$ cat config.mk
export PLATFORM = sky130hd
export DESIGN_NAME = sum_nb_seq
export DESIGN_NICKNAME = d
export VERILOG_FILES = /design/src/rtl/sum_nb_seq.sv
export SDC_FILE = /design/constraint.sdc
export NUM_CORES = 1
export LEC_CHECK = 0
export ABC_AREA = 1
export CAP_MARGIN = 20
export CORE_ASPECT_RATIO = 1.1
export CORE_UTILIZATION = 45
export CTS_CLUSTER_SIZE = 25
export DETAILED_ROUTE_END_ITERATION = 12
export GPL_TIMING_DRIVEN = 0
export PLACE_DENSITY = 0.68
export SYNTH_ARGS = -nofsm -noshare
export SYNTH_HDL_FRONTEND = slang
export SYNTH_SLANG_ARGS = --single-unit
$ cat constraint.sdc
create_clock -name clk -period 6 [get_ports clk]
set_input_delay 0.6 -clock clk [delete_from_list [all_inputs] [get_ports clk]]
set_output_delay 0.6 -clock clk [all_outputs]
set_load 0.02 [all_outputs]
$ cat src/rtl/sum_nb_seq.sv
// sum_nb_seq: multi-cycle chunked ripple-carry adder/subtractor with start/busy/done handshake
//   clk, rst_n      : clock, async active-low reset
//   start, sub      : request (taken in IDLE), 0=A+B 1=A-B
//   A, B            : WIDTH-bit operands, sampled with start
//   busy, done      : RUN indicator, one-cycle completion pulse
//   So, Co, V       : registered result, MSB carry-out (1 = no borrow in sub), signed overflow
module sum_nb_seq #(
  parameter int WIDTH = 16,
  parameter int CHUNK = 4
) (
  input  logic             clk,
  input  logic             rst_n,
  input  logic             start,
  input  logic             sub,
  input  logic [WIDTH-1:0] A,
  input  logic [WIDTH-1:0] B,
  output logic             busy,
  output logic             done,
  output logic [WIDTH-1:0] So,
  output logic             Co,
  output logic             V
);
  localparam int NCH = WIDTH / CHUNK;
  localparam int CW = NCH > 1 ? $clog2(NCH) : 1;
  if (WIDTH < 1 || WIDTH % CHUNK != 0) begin : g_bad_params
    $error("sum_nb_seq: WIDTH must be >=1 and a multiple of CHUNK");
  end
  typedef enum logic [1:0] {IDLE, RUN, DONE} state_t;
  state_t state_q, state_d;
  logic [WIDTH-1:0] a_q, a_d, b_q, b_d, p_q, p_d, so_q, so_d;
  logic c_q, c_d, co_q, co_d, v_q, v_d;
  logic [CW-1:0] cnt_q, cnt_d;
  logic [CHUNK+1:0] add_r;
  // Ripple chain kept inside a function so the carry vector is local; returns {carry into top bit, carry out, sum}.
  function automatic logic [CHUNK+1:0] add_chunk(input logic [CHUNK-1:0] a, input logic [CHUNK-1:0] b, input logic cin);
    logic [CHUNK:0] c;
    logic [CHUNK-1:0] s;
    c[0] = cin;
    for (int i = 0; i < CHUNK; i++) begin
      s[i] = a[i] ^ b[i] ^ c[i];
      c[i+1] = (a[i] & b[i]) | (c[i] & (a[i] ^ b[i]));
    end
    return {c[CHUNK-1], c[CHUNK], s};
  endfunction
  assign add_r = add_chunk(a_q[CHUNK-1:0], b_q[CHUNK-1:0], c_q);
  always_comb begin
    state_d = state_q;
    a_d = a_q;
    b_d = b_q;
    p_d = p_q;
    c_d = c_q;
    cnt_d = cnt_q;
    so_d = so_q;
    co_d = co_q;
    v_d = v_q;
    case (state_q)
      IDLE: if (start) begin
        a_d = A;
        b_d = B ^ {WIDTH{sub}};
        c_d = sub;
        cnt_d = '0;
        state_d = RUN;
      end
      RUN: begin
        a_d = a_q >> CHUNK;
        b_d = b_q >> CHUNK;
        // Sum chunks enter from the MSB side so after NCH shifts chunk 0 sits at the LSB.
        p_d = (p_q >> CHUNK) | (WIDTH'(add_r[CHUNK-1:0]) << (WIDTH - CHUNK));
        c_d = add_r[CHUNK];
        cnt_d = cnt_q + CW'(1);
        if (cnt_q == CW'(NCH - 1)) begin
          so_d = p_d;
          co_d = add_r[CHUNK];
          v_d = add_r[CHUNK+1] ^ add_r[CHUNK];
          state_d = DONE;
        end
      end
      default: state_d = IDLE;
    endcase
  end
  always_ff @(posedge clk or negedge rst_n) begin
    if (!rst_n) begin
      state_q <= IDLE;
      a_q <= '0;
      b_q <= '0;
      p_q <= '0;
      c_q <= 1'b0;
      cnt_q <= '0;
      so_q <= '0;
      co_q <= 1'b0;
      v_q <= 1'b0;
    end else begin
      state_q <= state_d;
      a_q <= a_d;
      b_q <= b_d;
      p_q <= p_d;
      c_q <= c_d;
      cnt_q <= cnt_d;
      so_q <= so_d;
      co_q <= co_d;
      v_q <= v_d;
    end
  end
  assign busy = state_q == RUN;
  assign done = state_q == DONE;
  assign So = so_q;
  assign Co = co_q;
  assign V = v_q;
endmodule

==> flow_metrics.tcl, run 1 <==
set metrics [dict create \
    status "completed" \
    cp_max_fo 10 \
    synth.yosys.seq_area_share 0.5427 \
    avgSynthCellArea_um2 8.304 \
    synth_area_mm2 0.003089 \
    setup.worst_path.end_class "output pin" \
    yosysTopAreaCell "dfrtp_1" \
    slew_viol_final 0 \
    cp.required_ps 5400 \
    grt_pass1_wl_um 11450 \
    fin_crit_ps 2621 \
    clk_pin_slew_ps 70 \
    slew_headroom 0.4513 \
    worstSetupStartpointType "register" \
    tritoncts "yes" \
    post_cts_resized 0 \
    fin_util 0.5947 \
    vias 2590 \
    yosys_warnings 0 \
    grt_max_degree 68 \
    drive_above_1_share 0.08371 \
    p_clk_frac 0.197 \
    synth_cells 372 \
    cap_violations 0 \
    worst_pin_slew_ps 823.1 \
    max_freq_mhz 381.6 \
    synth.area.top_cells "dfrtp_1 54%, nand2_1 17%, nand3_1 12%" \
    place_congestion 0.7980 \
    cp.arrival_ps 2020 \
    p_sw_uw 710.0 \
    min_period_over_period 0.4368 \
    antenna_found_initial 0 \
    grt_usage 0.2155 \
    total_leakage_power_uw 0.001986 \
    ys_ff_latch 67 \
    synth_fp_nets 413 \
    rows 31 \
    clock_latency_ps 340 \
    core-area_mm2 0.006594 \
    fp.dieArea_mm2 0.007201 \
    io_pins 56 \
    antenna_left 0 \
    totalWireLength_um 6598 \
    placedInstanceArea_mm2 0.003730 \
    seq_power_share 0.396 \
    cts-root-buf "clkbuf_8" \
    swShare 0.3902 \
    die-width_um 81 \
    htreeDepth 3 \
    internal-power_uw 1109 \
    skew_ps 5.902 \
    vdd_drop_max_uv 258.1 \
    drt-wirelength-per-cell_um 12.59 \
    antenna_cells 0 \
    layout.nets 478 \
    clockBufferDepth 2 \
    hold_buffers 0 \
    rsz0062_at_grt "false" \
    cts_buffers 9 \
    die_y_um 88.90 \
    first_iter_violations 180 \
    dp_hpwl_um 4631 \
    hold_violations 0 \
    port_buffers 54 \
    finalSetupViolations 0 \
    firstDrtPassIters 4 \
    grt_pass1_vias 2465 \
    vias_per_cell 4.943 \
    fin_area_mm2 0.003921 \
    clock_sinks 67 \
    drc 0 \
    syn2layout_area_growth_pct 26.93 \
    worstSetupPathType "register to output pin" \
    postCtsSetupRepairBufs 0 \
    synth_cell_types 17 \
    hold_class "input pin to async pin" \
    p_comb_frac 0.407 \
    synth_top_area_share 0.5427 \
    overflow 0 \
    setup_tns_ps 0 \
    initial_core_util 0.4685 \
    p_per_area_mw_per_mm2 464.0 \
]
==> worst max-delay path: stages (launching register included) <==
cell,delay [ps]
dfrtp_1,460
inv_2,70
nor2_4,200
buf_2,300
clkdlybuf4s50_1,650
==> synth_stat cells <==
master and n:
a21boi_0 1, buf_2 15, buf_6 1, clkbuf_1 5
dfrtp_1 67, fa_1 4, ha_1 1, inv_1 30
inv_2 1, nand2_1 139, nand2_2 1, nand3_1 74
nor2_1 4, nor2_4 1, o21ai_0 21, o21ai_2 3
xor2_1 4
==> stage by stage <==
step,cells,total power (uW),worst slack (ps),hold slack (ps)
2_1_floorplan,372,1184,3873,304.4
3_3_place_gp,508,1453,2139,454.4
3_5_place_dp,508,1476,3655,466.4
4_1_cts,524,1831,3390,393.9
5_1_grt,524,1980,3256,417.6
6_report,524,1819,3379,348.2
==> per-layer routing <==
metal,track usage,vias up,share of wire
li1,-,1304,-
met2,0.3514,77,0.47
met5,0,-,0
met3,0.04388,8,0.054
met1,0.2806,1201,0.46
met4,0.09091,0,0.017
==> power groups by stage <==
stage               Clock [uW]  Combinational (uW)  Sequential, uW
floorplan                    0                 409             775
global placement             0                 731             723
detailed placement           0                 748             728
CTS                        360                 749             721
global route               388                 845             747
finish                     358                 741             721
==> layout make-up <==
class | instances | area [um^2]
Fill cell | 629 | 2673
Sequential cell | 67 | 1677
Multi-Input combinational cell | 253 | 1191
Timing Repair Buffer | 54 | 538.0
Clock buffer | 15 | 186.4
Inverter | 31 | 116.4
Buffer | 21 | 105.1
Tap cell | 82 | 102.6
Clock inverter | 1 | 5.005
==> registers in the layout, indices dropped and copies added (netlist names), 2 cells and up <==
signal / flops
cnt_q: 2
state_q: 2
So: 16
a_q: 16
b_q: 16
p_q: 12
==> final timing paths <==
path                            cells past startpoint       end  slack [ps]  startpoint
worst min-delay path                                1     So[3]         350       rst_n
worst max-delay path                                4      busy        3380  state_q[0]
min in group clk                                    2     So[8]         480       So[8]
worst min register to register                      2     So[8]         480       So[8]
max in group asynchronous                           1  cnt_q[1]        5110       rst_n
worst max register to register                      8    So[15]        3680      a_q[0]
==> logic make-up after synthesis <==
group	after synthesis	share of synthesized area
XOR/XNOR	4	0.01134
AO/OA/AOI/OAI	25	0.04496
flip-flops	67	0.5427
AND/OR/NAND/NOR	219	0.2993
adder cells (fa/ha/maj)	5	0.02997
buffers and inverters	52	0.07169
==> layout by cell type (no fill, tap or decap), types with 4 or more instances in the layout <==
| cell type | synthesis | layout |
|---|---|---|
| dfrtp_1 | 67 | 67 |
| clkbuf_8 | 0 | 13 |
| xor2_1 | 4 | 4 |
| nor2_1 | 4 | 4 |
| nand3_1 | 74 | 74 |
| clkdlybuf4s50_1 | 0 | 53 |
| o21ai_0 | 21 | 21 |
| inv_1 | 30 | 30 |
| nand2_1 | 139 | 139 |
| fa_1 | 4 | 4 |
| buf_2 | 15 | 15 |
| clkbuf_1 | 5 | 7 |
Power figures use the tool's default switching activity.
==> run 2, diff against run 1 <==
--- a/config.mk
+++ b/config.mk
@@ -12,7 +12,7 @@
 export CTS_CLUSTER_SIZE = 25
 export DETAILED_ROUTE_END_ITERATION = 12
 export GPL_TIMING_DRIVEN = 0
-export PLACE_DENSITY = 0.68
+export PLACE_DENSITY = 0.71
 export SYNTH_ARGS = -nofsm -noshare
 export SYNTH_HDL_FRONTEND = slang
 export SYNTH_SLANG_ARGS = --single-unit
==> constraint.sdc (replaced) <==
create_clock -name clk -period 2.4 [get_ports clk]
set_input_delay 0.24 -clock clk [delete_from_list [all_inputs] [get_ports clk]]
set_output_delay 0.24 -clock clk [all_outputs]
set_load 0.02 [all_outputs]
==> run 2 against run 1 <==
Worst setup slack lost 3200 ps; via count grew 1.5%; the flow now finishes with violations (hold timing); combinational power grew 150%; sequential share of layout area is the same; final cell count is the same; largest power group unchanged.
==> flow_metrics.tcl, run 2 (synthesized netlist as in run 1, its figures left out) <==
set metrics [dict create \
    status "finished, violations left" \
    violations "hold timing" \
    fin_util 0.5947 \
    vias_per_cell 5.015 \
    power.total_uw 4539 \
    r2r-start "a_q[0]" \
    critical_path.startpoint "a_q[0]" \
    antenna_found_initial 0 \
    cp.required_ps 2670 \
    cap_violations 0 \
    worstSetupStartpointType "register" \
    cts_buffers 9 \
    antenna_left 0 \
    place_congestion 0.8099 \
    fin_area_mm2 0.003921 \
    skew_ps 6.859 \
    grt_max_degree 68 \
    syn2layout_area_growth_pct 26.93 \
    clock_sinks 67 \
    grt_usage 0.2027 \
    register_area_mm2 0.001677 \
    core-area_mm2 0.006594 \
    seq_power_share 0.398 \
    initial_core_util 0.4685 \
    finalSetupViolations 0 \
    hold_class "input pin to async pin" \
    vdd_drop_max_uv 614.5 \
    firstDrtPassIters 5 \
    clockBufferDepth 2 \
    layout.nets 478 \
    htreeDepth 3 \
    worst_pin_slew_ps 829.8 \
    grt_pass1_vias 2370 \
    drt-wirelength-per-cell_um 12.49 \
    worstSetupPathType "register to register" \
    rsz0062_at_grt "false" \
    p_clk_frac 0.196 \
    first_iter_violations 174 \
    p_sw_uw 1767 \
    placedInstanceArea_mm2 0.003730 \
    clock_latency_ps 340 \
    tritoncts "yes" \
    cts-root-buf "clkbuf_8" \
    antenna_cells 0 \
    dp_hpwl_um 4650 \
    overflow 0 \
    fin_cells 524 \
    total_leakage_power_uw 0.001985 \
    p_per_area_mw_per_mm2 1157 \
    totalWireLength_um 6546 \
    path_common_cell "fa_1" \
    io_pins 56 \
    slew_headroom 0.4468 \
    internal-power_uw 2772 \
    crit_chain "fa_1, inv_1, fa_1, inv_1, fa_1, inv_1, fa_1, o21ai_0" \
    hold_violations 5 \
    die-width_um 81 \
    fp.dieArea_mm2 0.007201 \
    grt_pass1_wl_um 10910 \
    vias 2628 \
    die_y_um 88.90 \
    clk_pin_slew_ps 70 \
    swShare 0.3892 \
    cp.arrival_ps 2520 \
    max_freq_mhz 443.3 \
    slew_viol_final 0 \
    critPathMaxStageDelay_ps 440 \
    hold_buffers 0 \
    post_cts_resized 0 \
    fin_crit_ps 2256 \
    min_period_over_period 0.9398 \
    drc 0 \
    layout_common_cells "139 x nand2_1, 74 x nand3_1, 67 x dfrtp_1, 53 x clkdlybuf4s50_1, 30 x inv_1" \
    fillCellCount 615 \
    place_inst 508 \
    cp_slowest_cell "fa_1" \
    rows 31 \
    final_common_cell "nand2_1" \
    cp_max_fo 2 \
    multi_input_area_mm2 0.001191 \
    timing.hold.ws_ps -4.285 \
    port_buffers 54 \
    drive_above_1_share 0.08371 \
    setup.worst_path.end_class "register" \
    postCtsSetupRepairBufs 0 \
    p_comb_frac 0.406 \
]
run 2: worst max-delay path, delay by kind of cell (launching register included):
family,cells,cell delay (ps)
fa+ha+maj,4,1380
flops,1,410
buf+inv,3,230
compound gates,1,160
run 2: area by class of cell:
class / instances / area share
tap: 82 / 0.02616
sequential: 67 / 0.4276
multi-input combinational: 253 / 0.3038
clock inverter: 1 / 0.001276
timing repair buffer: 54 / 0.1372
inverter: 31 / 0.02967
clock buffer: 15 / 0.04754
buffer: 21 / 0.02680
run 2: power groups by stage:
stage | registers, uW | clock network, uW | logic (uW)
3_5_place_dp | 1820 | 0 | 1860
4_1_cts | 1810 | 905 | 1870
2_1_floorplan | 1940 | 0 | 1020
5_1_grt | 1860 | 957 | 2080
6_report | 1810 | 889 | 1840
3_3_place_gp | 1810 | 0 | 1820
run 2: path summary, 6_finish.rpt:
check | to | slack, ps | cells past startpoint
max in group asynchronous | b_q[14] | 1860 | 1
max | p_q[15] | 140 | 8
min in group clk | b_q[12] | 330 | 4
min reg2reg | So[1] | 470 | 2
min | p_q[10] | -4 | 1
max reg2reg | p_q[15] | 140 | 8
run 2: routing by layer:
| metal | GRT usage | routed length (um) | vias up |
|---|---|---|---|
| met5 | 0 | 0 | - |
| met4 | 0.08766 | 112 | 0 |
| met3 | 0.03061 | 225 | 14 |
| met2 | 0.3354 | 3157 | 63 |
| met1 | 0.2659 | 3051 | 1242 |
| li1 | - | - | 1309 |
run 2: metrics by stage:
step	worst slack [ps]	setup TNS, ps
4_1_cts	110.4	0
3_5_place_dp	129.2	0
6_report	144.4	0
5_1_grt	3.528	0
3_3_place_gp	-1094	-73200
2_1_floorplan	273.2	0
